==> config.mk <==
export PLATFORM = sky130hd
export DESIGN_NAME = mix_columns_seq_flat
export DESIGN_NICKNAME = d
export VERILOG_FILES = /design/src/rtl/mix_columns_seq_if.sv /design/src/rtl/mix_columns_seq.sv /design/src/flat_wrapper.sv
export SDC_FILE = /design/constraint.sdc
export NUM_CORES = 1
export LEC_CHECK = 0
export CAP_MARGIN = 15
export CORE_MARGIN = 2
export CORE_UTILIZATION = 51
export DETAILED_ROUTE_END_ITERATION = 8
export PLACE_DENSITY = 0.81
export SLEW_MARGIN = 5
export SYNTH_ARGS = -nofsm -noshare
export SYNTH_HDL_FRONTEND = slang
export SYNTH_SLANG_ARGS = --single-unit
==> constraint.sdc <==
create_clock -name clk -period 10.6 [get_ports clk]
set_clock_uncertainty 0.2 [all_clocks]
set_input_delay 2.12 -clock clk [delete_from_list [all_inputs] [get_ports clk]]
set_output_delay 2.12 -clock clk [all_outputs]
set_load 0.02 [all_outputs]
==> src/rtl/mix_columns_seq_if.sv <==
// Handshake bundle between the ShiftRows side, the MixColumns engine and the AddRoundKey side.
// No latency of its own: wires only.
// The master drives in_valid/state_in/out_ready; the slave (engine) answers with ready/valid/result/busy.
interface mix_columns_seq_if;
    logic         in_valid;
    logic         in_ready;
    logic [127:0] state_in;
    logic         out_valid;
    logic         out_ready;
    logic [127:0] state_out;
    logic         busy;

    modport master (
        output in_valid, state_in, out_ready,
        input  in_ready, out_valid, state_out, busy
    );

    modport slave (
        input  in_valid, state_in, out_ready,
        output in_ready, out_valid, state_out, busy
    );
endinterface

==> src/rtl/mix_columns_seq.sv <==
// Forward AES MixColumns, COLS_PER_CYCLE columns per CALC cycle over a registered copy of the input.
// Latency: accept edge T -> out_valid after edge T + 4/COLS_PER_CYCLE.
// Result held in DONE until out_ready; in_ready follows out_ready in DONE for back-to-back transfers.
module mix_columns_seq #(
    parameter int COLS_PER_CYCLE = 1
) (
    input  logic             clk,
    input  logic             rst,
    mix_columns_seq_if.slave bus
);

    generate
        if (COLS_PER_CYCLE != 1 && COLS_PER_CYCLE != 2 && COLS_PER_CYCLE != 4) begin : g_bad_cols
            $error("mix_columns_seq: COLS_PER_CYCLE must be 1, 2 or 4");
        end
    endgenerate

    typedef enum logic [1:0] {
        IDLE = 2'd0,
        CALC = 2'd1,
        DONE = 2'd2
    } state_t;

    // Column counter step and the counter value on which the last column group is written.
    localparam logic [1:0] COL_STEP = 2'(COLS_PER_CYCLE);
    localparam logic [1:0] COL_LAST = 2'(4 - COLS_PER_CYCLE);

    state_t       state;
    state_t       state_nxt;
    logic [1:0]   col_cnt;
    logic [127:0] in_reg;
    logic [127:0] res_reg;
    logic [127:0] res_nxt;
    logic         load;
    logic         calc;

    function automatic logic [7:0] xtime(input logic [7:0] a);
        return {a[6:0], 1'b0} ^ (a[7] ? 8'h1b : 8'h00);
    endfunction

    // One column: row 0 byte in the MSB position.
    function automatic logic [31:0] mix_col(input logic [31:0] c);
        logic [7:0] a0, a1, a2, a3;
        logic [7:0] b0, b1, b2, b3;
        a0 = c[31:24];
        a1 = c[23:16];
        a2 = c[15:8];
        a3 = c[7:0];
        b0 = xtime(a0) ^ (xtime(a1) ^ a1) ^ a2 ^ a3;
        b1 = a0 ^ xtime(a1) ^ (xtime(a2) ^ a2) ^ a3;
        b2 = a0 ^ a1 ^ xtime(a2) ^ (xtime(a3) ^ a3);
        b3 = (xtime(a0) ^ a0) ^ a1 ^ a2 ^ xtime(a3);
        return {b0, b1, b2, b3};
    endfunction

    // State register.
    always_ff @(posedge clk or posedge rst) begin
        if (rst) begin
            state <= IDLE;
        end else begin
            state <= state_nxt;
        end
    end

    // Next state and handshake outputs; DONE accepts a new state on the edge that hands off the old one.
    always_comb begin
        state_nxt     = state;
        load          = 1'b0;
        calc          = 1'b0;
        bus.in_ready  = 1'b0;
        bus.out_valid = 1'b0;
        bus.busy      = 1'b0;
        case (state)
            IDLE: begin
                bus.in_ready = 1'b1;
                if (bus.in_valid) begin
                    load      = 1'b1;
                    state_nxt = CALC;
                end
            end
            CALC: begin
                bus.busy = 1'b1;
                calc     = 1'b1;
                if (col_cnt == COL_LAST) begin
                    state_nxt = DONE;
                end
            end
            DONE: begin
                bus.out_valid = 1'b1;
                bus.in_ready  = bus.out_ready;
                if (bus.out_ready) begin
                    if (bus.in_valid) begin
                        load      = 1'b1;
                        state_nxt = CALC;
                    end else begin
                        state_nxt = IDLE;
                    end
                end
            end
            default: begin
                state_nxt = IDLE;
            end
        endcase
    end

    // Transform the current column group in place; untouched columns keep their previous value.
    always_comb begin
        logic [1:0] idx;
        idx     = 2'd0;
        res_nxt = res_reg;
        for (int j = 0; j < COLS_PER_CYCLE; j++) begin
            idx = col_cnt + 2'(j);
            res_nxt[32*(3-int'(idx)) +: 32] = mix_col(in_reg[32*(3-int'(idx)) +: 32]);
        end
    end

    // Input capture, column counter and result register; the counter wraps to 0 as the last group lands.
    always_ff @(posedge clk or posedge rst) begin
        if (rst) begin
            in_reg  <= 128'h0;
            col_cnt <= 2'd0;
            res_reg <= 128'h0;
        end else if (load) begin
            in_reg  <= bus.state_in;
            col_cnt <= 2'd0;
        end else if (calc) begin
            res_reg <= res_nxt;
            col_cnt <= col_cnt + COL_STEP;
        end
    end

    assign bus.state_out = res_reg;

endmodule

==> src/flat_wrapper.sv <==
// flat-port wrapper written by rule: the top's interface ports become plain ports
module mix_columns_seq_flat 
#(
    parameter int COLS_PER_CYCLE = 1
)
  (clk, rst, bus_in_valid, bus_state_in, bus_out_ready, bus_in_ready, bus_out_valid, bus_state_out, bus_busy);
  mix_columns_seq_if bus_i ();
  input  logic clk;
  input  logic rst;
  input wire logic [$bits(bus_i.in_valid)-1:0] bus_in_valid;
  input wire logic [$bits(bus_i.state_in)-1:0] bus_state_in;
  input wire logic [$bits(bus_i.out_ready)-1:0] bus_out_ready;
  output wire logic [$bits(bus_i.in_ready)-1:0] bus_in_ready;
  output wire logic [$bits(bus_i.out_valid)-1:0] bus_out_valid;
  output wire logic [$bits(bus_i.state_out)-1:0] bus_state_out;
  output wire logic [$bits(bus_i.busy)-1:0] bus_busy;
  assign bus_i.in_valid = bus_in_valid;
  assign bus_i.state_in = bus_state_in;
  assign bus_i.out_ready = bus_out_ready;
  assign bus_in_ready = bus_i.in_ready;
  assign bus_out_valid = bus_i.out_valid;
  assign bus_state_out = bus_i.state_out;
  assign bus_busy = bus_i.busy;
  mix_columns_seq #(.COLS_PER_CYCLE(COLS_PER_CYCLE)) u_core (.clk(clk), .rst(rst), .bus(bus_i));
endmodule
==> run_results.csv <==
group,metric,value,unit
layout,layout.nets,1216,
worst_setup_path,path_class,"in2out",
clock_tree,cts_hold_buf,0,
floorplanning,die_area,23900,um2
floorplanning,rows,55,
sta,tightest_slew,1180,ps
clock_tree,cts_buffers,27,
layout,drive_gt1_frac,0.202,
worst_setup_path,r2r_cells,7,
synthesis,syn_area_per_cell,14.0,um2
place,place_area,14400,um2
worst_setup_path,max_stage_delay,620,ps
clock_tree,clk_latency,540,ps
clock_tree,cts_resized,0,
clock_tree,ctsLongestPathBuffers,3,
sta,rsz0062_at_grt,"false",
run,cap_violations,0,
route,firstDrtPassIters,5,
layout,final_cell_mix,"clkdlybuf4s50_1, dfrtp_1, nand2_1",
outcome,run_status,"complete, no violations",
global_route,grt_use_total,0.254,
layout,multi_input_area,4830,um2
sta,slew_headroom,0.213,
layout,final_common_cell,"clkdlybuf4s50_1",
global_route,grt_max_degree,125,
synthesis,yosysWarnings,0,
place,place_congestion,0.825,
synthesis,synth_nets,964,
clock_tree,cts_sinks,260,
worst_setup_path,setup.worst_path.start,"bus_out_ready",
worst_setup_path,worstPathArrival,3470,ps
clock_tree,root_buffer,"clkbuf_16",
worst_setup_path,rrSetupSlack,7260,ps
route,vias_per_cell,5.55,
worst_setup_path,end_kind,"primary output",
layout,fillers,1566,
clock_tree,clk_pin_slew_worst_paths,60,ps
route,dr.first_iter.drc_count,433,
worst_setup_path,crit_required,8280,ps
route,vias,7673,
route,drt_wl_total,29900,um
synthesis,yosys_register_bits,260,
synthesis,synth_seq_area_share,0.562,
worst_setup_path,critPathMaxFanout,2,
floorplanning,die_x,155,um
route,remaining_drc_errors,0,
route,wire_per_inst,21.6,um
sta,setup_viol,0,
synthesis,synth_area,11600,um2
floorplanning,die_y,155,um
clock_tree,tritoncts,"yes",
worst_setup_path,path_cells,"clkdlybuf4s50_1, nand2b_1, nor2b_1, clkdlybuf4s50_1",
worst_setup_path,crit_buf_inv,2,
worst_setup_path,crit_end,"bus_in_ready",
worst_setup_path,cp_common_cell,"clkdlybuf4s50_1",
place,dpl.hpwl,20900,um
worst_setup_path,r2r-end,"u_core.bus.state_out[78]$_DFFE_PP0P_",
worst_hold_path,hp-class,"reg2reg",
layout,finalInstanceArea,15300,um2
sta,max_freq,173,MHz
clock_tree,cts_max_level,1,
global_route,grt_pass1_vias,8163,
sta,period_needed,5790,ps
worst_setup_path,critPathTopFamily,"buffers and inverters",
sta,drv_slew,0,
sta,hold_viol_final,0,
global_route,antenna_found_initial,1,
sta,post-route-period-util,0.547,
layout,syn_to_final_growth,32.4,%
layout,regArea,6510,um2
synthesis,syn_inst,827,
synthesis,synth.distinct_cells,33,
route,ant_nets,0,
floorplanning,start_util,0.516,
worst_setup_path,crit_cells,4,
worst_setup_path,cp-start-kind,"input pin",
global_route,grt_pass1_wl,46500,um
place,portBuffers,262,
global_route,overflow,0,
layout,final_util,0.683,
floorplanning,io_pins,263,
clock_tree,postCtsSetupBuffers,0,
worst_setup_path,worstReg2RegStart,"u_core.col_cnt[1]$_DFFE_PP0P_",
sta,tns,0,ps
worst_setup_path,cp_slowest_cell,"clkdlybuf4s50_1",
floorplanning,coreArea,22400,um2
## worst min-delay path: stages (launching register included)
cell and delay, ps:
dfrtp_1 340, nand2_1 40, o21ai_0 60
## worst min path at each step
stage                                             to  depth (start not counted)  slack [ps]                                   from
3_3_place_gp    u_core.bus.state_out[41]$_DFFE_PP0P_                          2         260   u_core.bus.state_out[41]$_DFFE_PP0P_
6_report        u_core.bus.state_out[24]$_DFFE_PP0P_                          2         280   u_core.bus.state_out[24]$_DFFE_PP0P_
4_1_cts         u_core.bus.state_out[49]$_DFFE_PP0P_                          2         280   u_core.bus.state_out[49]$_DFFE_PP0P_
3_5_place_dp   u_core.bus.state_out[120]$_DFFE_PP0P_                          2         270  u_core.bus.state_out[120]$_DFFE_PP0P_
5_1_grt        u_core.bus.state_out[105]$_DFFE_PP0P_                          2         310  u_core.bus.state_out[105]$_DFFE_PP0P_
2_1_floorplan          u_core.in_reg[36]$_DFFE_PP0P_                          1         270          u_core.in_reg[36]$_DFFE_PP0P_
## cell usage after synthesis
master | instances | area share
nand2_1 | 131 | 0.042
buf_12 | 1 | 0.0017
nor4_1 | 1 | 0.00054
buf_6 | 3 | 0.0029
nor2_1 | 3 | 0.00097
a22o_1 | 4 | 0.0030
nor3_1 | 2 | 0.00087
mux4_2 | 30 | 0.058
mux2_2 | 128 | 0.12
dfrtp_1 | 260 | 0.56
xnor2_2 | 2 | 0.0028
xnor2_1 | 17 | 0.013
a21o_1 | 1 | 0.00065
xnor3_1 | 34 | 0.066
buf_1 | 5 | 0.0016
nor2b_1 | 3 | 0.0016
o21ai_1 | 57 | 0.025
or4_1 | 1 | 0.00065
nand4b_1 | 1 | 0.00076
xor2_1 | 4 | 0.0030
a21oi_1 | 1 | 0.00043
and2_1 | 1 | 0.00054
nand2b_1 | 1 | 0.00054
ha_1 | 5 | 0.0054
inv_1 | 4 | 0.0013
o21ai_0 | 68 | 0.029
or3_1 | 2 | 0.0011
buf_2 | 3 | 0.0013
clkbuf_1 | 37 | 0.012
xnor2_4 | 4 | 0.0095
mux4_1 | 2 | 0.0045
nor4b_1 | 1 | 0.00076
xor3_1 | 10 | 0.021
## metrics by stage
step | std cells | setup slack (ps) | hold slack, ps
after floorplan | 827 | 1120 | 272
after CTS | 1382 | 4800 | 284
after global routing | 1382 | 4760 | 314
final | 1383 | 4810 | 279
after detailed placement | 1335 | 4820 | 270
after global placement | 1335 | 4810 | 261
## layout make-up
cell class	instances	area share
Sequential cell	260	0.425
Clock inverter	12	0.00948
Multi-Input combinational cell	514	0.315
Inverter	4	0.00147
Timing Repair Buffer	272	0.176
Antenna cell	1	0.000163
Clock buffer	35	0.0493
Tap cell	285	0.0233
## per-layer routing
metal | vias up | track usage | routed length [um]
met5 | - | 0 | 0
met2 | 320 | 0.425 | 14600
met3 | 60 | 0.0759 | 2540
li1 | 3410 | - | -
met4 | 0 | 0.0825 | 943
met1 | 3883 | 0.319 | 11800
## logic make-up after synthesis
group                    after synthesis  synth area share
AND/OR/NAND/NOR                      147            0.0508
adder cells (fa/ha/maj)                5           0.00541
flip-flops                           260             0.562
buffers and inverters                 53            0.0209
multiplexers                         160             0.187
XOR/XNOR                              71             0.115
AO/OA/AOI/OAI                        131            0.0582
Power is not shown: default switching activity piles up to over one toggle a cycle in this logic, so the estimate is an artifact.
